`src/rtl/mult32_iter_pkg.sv`:
```
// Shared constants and state encoding for the iterative 32x32 multiplier.
// Latency: n/a (declarations only).
// Backpressure: n/a.
package mult32_iter_pkg;

  localparam int DATA_W = 32;
  localparam int PROD_W = 2 * DATA_W;
  localparam int CNT_W  = 5;

  typedef enum logic [1:0] {
    ST_IDLE = 2'd0,
    ST_RUN  = 2'd1,
    ST_FIX  = 2'd2,
    ST_DONE = 2'd3
  } state_t;

endpackage

```
`src/rtl/twos_comp_n.sv`:
```
// Two's-complement negation: y = ~a + 1.
// Latency: combinational.
// Backpressure: none.
module twos_comp_n #(
  parameter int WIDTH = 32
) (
  input  logic [WIDTH-1:0] a,
  output logic [WIDTH-1:0] y
);

  assign y = ~a + WIDTH'(1);

endmodule

```
`src/rtl/mult32_iter.sv`:
```
// Iterative 32x32->64 signed/unsigned shift-add multiplier with START/BUSY/DONE.
// Latency: 34 cycles from START capture to DONE; one product per 35 cycles.
// Backpressure: START is sampled only in IDLE; requests while busy are dropped.
import mult32_iter_pkg::*;

module mult32_iter (
  input  logic              CLK,
  input  logic              RST,
  input  logic              START,
  input  logic              SIGNED,
  input  logic [DATA_W-1:0] A,
  input  logic [DATA_W-1:0] B,
  output logic [DATA_W-1:0] HI,
  output logic [DATA_W-1:0] LO,
  output logic              BUSY,
  output logic              DONE
);

  state_t              state;
  state_t              next_state;
  logic [CNT_W-1:0]    cnt;
  logic [DATA_W-1:0]   ma;
  logic [PROD_W-1:0]   pmb;   // {accumulator high half, multiplier / low product bits}
  logic                neg;
  logic                busy_nxt;
  logic                done_nxt;
  logic [DATA_W:0]     sum;
  logic [DATA_W-1:0]   neg_a;
  logic [DATA_W-1:0]   neg_b;
  logic [PROD_W-1:0]   neg_p;

  twos_comp_n #(.WIDTH(DATA_W)) u_neg_a (.a(A),   .y(neg_a));
  twos_comp_n #(.WIDTH(DATA_W)) u_neg_b (.a(B),   .y(neg_b));
  twos_comp_n #(.WIDTH(PROD_W)) u_neg_p (.a(pmb), .y(neg_p));

  // State register
  always_ff @(posedge CLK or negedge RST) begin
    if (!RST) state <= ST_IDLE;
    else      state <= next_state;
  end

  // Next-state logic
  always_comb begin
    next_state = state;
    case (state)
      ST_IDLE: if (START) next_state = ST_RUN;
      ST_RUN:  if (cnt == CNT_W'(DATA_W - 1)) next_state = ST_FIX;
      ST_FIX:  next_state = ST_DONE;
      ST_DONE: next_state = ST_IDLE;
      default: next_state = ST_IDLE;
    endcase
  end

  // Output decode, computed from the next state so BUSY/DONE can be registered
  always_comb begin
    busy_nxt = (next_state == ST_RUN) || (next_state == ST_FIX);
    done_nxt = (next_state == ST_DONE);
  end

  // Registered handshake outputs
  always_ff @(posedge CLK or negedge RST) begin
    if (!RST) begin
      BUSY <= 1'b0;
      DONE <= 1'b0;
    end else begin
      BUSY <= busy_nxt;
      DONE <= done_nxt;
    end
  end

  // 33-bit partial sum: add the multiplicand when the current multiplier bit is set
  always_comb begin
    sum = {1'b0, pmb[PROD_W-1:DATA_W]};
    if (pmb[0]) sum = sum + {1'b0, ma};
  end

  // Datapath: operand capture, shift-add iterations, sign fix and result load
  always_ff @(posedge CLK or negedge RST) begin
    if (!RST) begin
      cnt <= '0;
      ma  <= '0;
      pmb <= '0;
      neg <= 1'b0;
      HI  <= '0;
      LO  <= '0;
    end else begin
      case (state)
        ST_IDLE: begin
          if (START) begin
            ma  <= (SIGNED && A[DATA_W-1]) ? neg_a : A;
            pmb <= {{DATA_W{1'b0}}, ((SIGNED && B[DATA_W-1]) ? neg_b : B)};
            neg <= SIGNED & (A[DATA_W-1] ^ B[DATA_W-1]);
            cnt <= '0;
          end
        end
        ST_RUN: begin
          // shift {carry, sum, low bits} right by one; the consumed multiplier bit drops out
          pmb <= {sum, pmb[DATA_W-1:1]};
          cnt <= cnt + CNT_W'(1);
        end
        ST_FIX: begin
          // magnitude never exceeds 2^62, so negation of the full 64 bits is exact
          {HI, LO} <= neg ? neg_p : pmb;
        end
        default: ;
      endcase
    end
  end

endmodule

```
`config.mk`:
```
export PLATFORM = sky130hd
export DESIGN_NAME = mult32_iter
export DESIGN_NICKNAME = d
export VERILOG_FILES = /design/src/rtl/mult32_iter_pkg.sv /design/src/rtl/twos_comp_n.sv /design/src/rtl/mult32_iter.sv
export SDC_FILE = /design/constraint.sdc
export NUM_CORES = 1
export LEC_CHECK = 0
export ABC_AREA = 1
export BUFFER_PORTS_ARGS = -buffer_cell sky130_fd_sc_hd__buf_2
export CORE_UTILIZATION = 41
export CTS_BUF_LIST = sky130_fd_sc_hd__clkbuf_8
export DETAILED_ROUTE_END_ITERATION = 16
export GPL_TIMING_DRIVEN = 0
export MAX_ROUTING_LAYER = met4
export PLACE_DENSITY = 0.66
export SKIP_LAST_GASP = 1
export SYNTH_ARGS = -nofsm -noshare
export SYNTH_HDL_FRONTEND = slang
export SYNTH_SLANG_ARGS = --single-unit
```
`constraint.sdc`:
```
create_clock -name CLK -period 1.85 [get_ports CLK]
set_clock_uncertainty 0.05 [all_clocks]
set_input_delay 0.0925 -clock CLK [delete_from_list [all_inputs] [get_ports CLK]]
set_output_delay 0.0925 -clock CLK [all_outputs]
set_load 0.1 [all_outputs]
```
==> summary.txt <==
GRT
  – GR Overflow Total: 0
  – Gr usage total: 32.0%
  – Largest net degree at the start of global routing: 101
  – Initial antenna violation count: 0
  – First-pass GRT wire length: 78.5 mm
  – Vias in the first global route: 14,000

Synth
  – Post-Syn Area: 0.0131 mm^2
  – Synth Area per Inst: 6.40 um^2
  – Seq/Total Area, Yosys: 32.4%
  – EDFF count, synth: 0
  – Syn Inst Count: 2,048
  – Area share of the largest cell type after synthesis: 32.4%
  – Synthesized Nets: 2,154
  – Synth cell types: 48
  – Synth Flop Type: dfrtp_1
  – Synth warn: 0
  – #FFs+latches synth: 170
  – Post-synth top area cell: dfrtp_1
  – Synth area leaders: dfrtp_1, nand2_1, nand3_1
  – Fraction of registers with async set/reset: between 90% and 100%

Floorplan
  – Horiz. Die Dim: 181 um
  – Core area: ~0.031 mm^2
  – Die H: 181 um
  – Rows: 65
  – I/O Pins: 134
  – Starting Density: 41.7%
  – Die ar.: 0.0327 mm^2

Setup path
  – Critical R2R Launch: pmb[36]
  – CP bufs+invs: 0
  – Delay-heaviest family, CP: simple AND/OR/NAND/NOR gates
  – Worst path slowest cell: dfrtp_2
  – Worst EP required: between 2 and 2.5 ns
  – CP cell instances: ha_4 > nand2_1 > nor2_1 > nand2_2 > nand3_4 > nand2_2 > nand2_4 > nand2_2 > nand3_2 > nand3_2 > nand2_1 > nand2_1
  – FF-to-FF End: pmb[53]
  – Reg2reg setup slack: -0.16 ns
  – Critical path data arrival time: 2.36 ns
  – Worst-path maximum fanout: 5
  – Startpoint types: flop
  – CP Capture Type: flop
  – Worst-case reg-to-reg path depth: 12
  – WS Path Type: flop to flop
  – Slowest cell delay on critical path: 0.47 ns

Final layout
  – P&R area growth vs syn: 39.4%
  – Fraction of layout cells with a size suffix above 1: between 30% and 40%
  – Sequential cell area: 0.00433 mm^2
  – Antenna diodes: 0
  – Core Util, Final: between 50% and 60%
  – Number of fill cells in the layout: 2,914
  – Post-Layout Cell Count: between 2,000 and 3,000
  – Net count, final: 2,471
  – Multi-input gate area: 0.00959 mm^2

Status
  – Outcome: finished with violations
  – Violated checks: negative setup slack

STA
  – Final hold vios: 0
  – Post-layout min period: 2.01 ns
  – Slew HR: 50.6%
  – Fmax: 0.498 GHz
  – Worst-Margin Slew: 0.741 ns
  – Fin crit share: 109%
  – Setup violators final: 54
  – Setup ws final: -0.160 ns
  – Setup TNS: -4.49 ns
  – Max-slew violation count: 0
  – RSZ-0062 raised after global routing: yes

Min path
  – Worst Hold Class: input pin to flop
  – Min-Delay Endpoint: pmb[21]
  – Hold Crit Start: B[21]
  – Worst hold stages: 4

Placement
  – Placer Congestion: 0.962
  – Hpwl dp: 37.9 mm
  – Cells after DPL: 2,584
  – Port bufs: roughly 130

Routing
  – 1st-iter DRT viols: 1,247
  – Residual DRC count: 0
  – Routed Antenna Nets: 0
  – Vias after detailed routing: 15,000
  – Router iterations before antenna repair: 6
  – Routed wire per std cell: 18.5 um
  – WL final: approximately 50 mm
  – Via-per-instance ratio: between 5 and 6

Clock tree
  – CTS tree: done
  – Clock Latency Late Sink: 0.52 ns
  – H-tree depth: 4
  – Worst-path clk slew: 0.11 ns
  – Sink Count: 170
  – CTS root buffer: clkbuf_8
  – CTS buffer count: 17
  – Clk buf depth: 2

Pwr
  – Switching part of the total: 55.5%
  – Comb power frac: 70.6%
  – Cell Int Power: 15.7 mW
  – Leakage: 8.62 nW
  – NetSw: 19.5 mW
  – Clock share of power: 8.2%
  – PwrDens: 1930 mW/mm^2
  – Flop pwr share: 21.2%
  – Peak supply drop: 0.724 mV

Flow run
  – Maxcap violations: 0
tightest hold or removal path, delay by kind of cell:
kind | cells | cell delay [ns]
xor gates and xnor gates | 1 | 0.10
AOI/OAI and AO/OA | 1 | 0.16
buffers and inverters | 2 | 0.21
metal layers:
layer  track usage [%]  vias to the layer above  routed length (um)
li1                  -                     7218                   -
met1              43.1                     7112               22700
met2              49.1                      593               23500
met3              3.37                      108                3410
met4              12.8                        0                1910
met5                 -                        -                   0
worst max path at each step:
| stage | startpoint | endpoint | slack [ns] | cells after the start |
|---|---|---|---|---|
| 2_1_floorplan | pmb[32] | pmb[51] | 0.0006 | 13 |
| 3_3_place_gp | RST | ma[13] | -2.03 | 1 |
| 3_5_place_dp | pmb[32] | pmb[51] | -0.48 | 13 |
| 4_1_cts | pmb[0] | LO[20] | -0.15 | 12 |
| 5_1_grt | ma[0] | pmb[51] | -0.25 | 14 |
| 6_report | pmb[36] | pmb[53] | -0.16 | 12 |
what timing repair did:
item | in CTS | in global routing
gates resized for setup | 342 | 252
hold buffers | 64 | 0
buffers inserted | 67 | 32
hold endpoints to repair | 137 | 0
setup endpoints to repair | 117 | 114
pin swaps | 107 | 131
cloned | 2 | 0
cells by family after synthesis:
kind of cell / share of synthesized area (%)
buffers and inverters: 9.02
and+or+nand+nor: 38.6
adders and majority gates: 3.68
AOI/OAI and AO/OA: 12.1
DFF: 32.4
xor gates and xnor gates: 4.14
power groups by stage:
| stage | Clock (mW) | Sequential (mW) | Combinational (mW) |
|---|---|---|---|
| 4_1_cts | 2.92 | 7.27 | 21.2 |
| 3_3_place_gp | 0 | 7.12 | 16.4 |
| 2_1_floorplan | 0 | 7.85 | 11.0 |
| 3_5_place_dp | 0 | 7.13 | 16.6 |
| 5_1_grt | 3.08 | 7.53 | 26.8 |
| 6_report | 2.90 | 7.46 | 24.8 |
Yosys cell counts, types with 13 or more instances:
master and n:
inv_1 235, nor2_2 14, o21ai_1 15, nand4_1 28
nand2_2 13, buf_2 14, nand2_1 697, o21ai_0 127
xor2_1 49, clkbuf_1 37, a22oi_1 28, a21oi_1 67
nor2_1 218, nor3_1 13, dfrtp_1 170, nand3_1 180
ha_1 37, xnor2_1 13
sequential cells by signal, summed over array words and instances (netlist names):
signal / count
BUSY: 1
DONE: 1
HI: 32
LO: 32
cnt: 5
ma: 32
neg: 1
pmb: 64
state: 2
through the flow:
step	instance area [um^2]	hold WS (ns)	worst slack, ns	power (mW)
3_3_place_gp	14300	0.322	-2.03	23.5
5_1_grt	18300	0.0620	-0.250	37.4
4_1_cts	17200	0.0211	-0.149	31.4
2_1_floorplan	13100	-0.253	0.000601	18.8
6_report	18300	0.0418	-0.160	35.2
3_5_place_dp	14400	0.0308	-0.481	23.7
cells in the final DEF (no fill, tap or decap), types with 60 or more instances in the layout:
cell and instances:
nand2_1 587, o21ai_0 93, nand2_2 89, buf_4 90
dfrtp_1 112, nor2_1 146, nor2_2 60, nand3_1 111
inv_1 203, buf_2 145, dlygate4sd3_1 64
area by class of cell:
type                    instances  area share (%)
multi-input cells            1576            52.5
flip-flops and latches        170            23.7
repair buffers                297            11.9
inverters                     245            5.20
well taps                     402            2.75
plain buffers                  58            1.71
clock buffers                  17            1.28
clock inverters                15           0.979
Power figures use the tool's default switching activity.
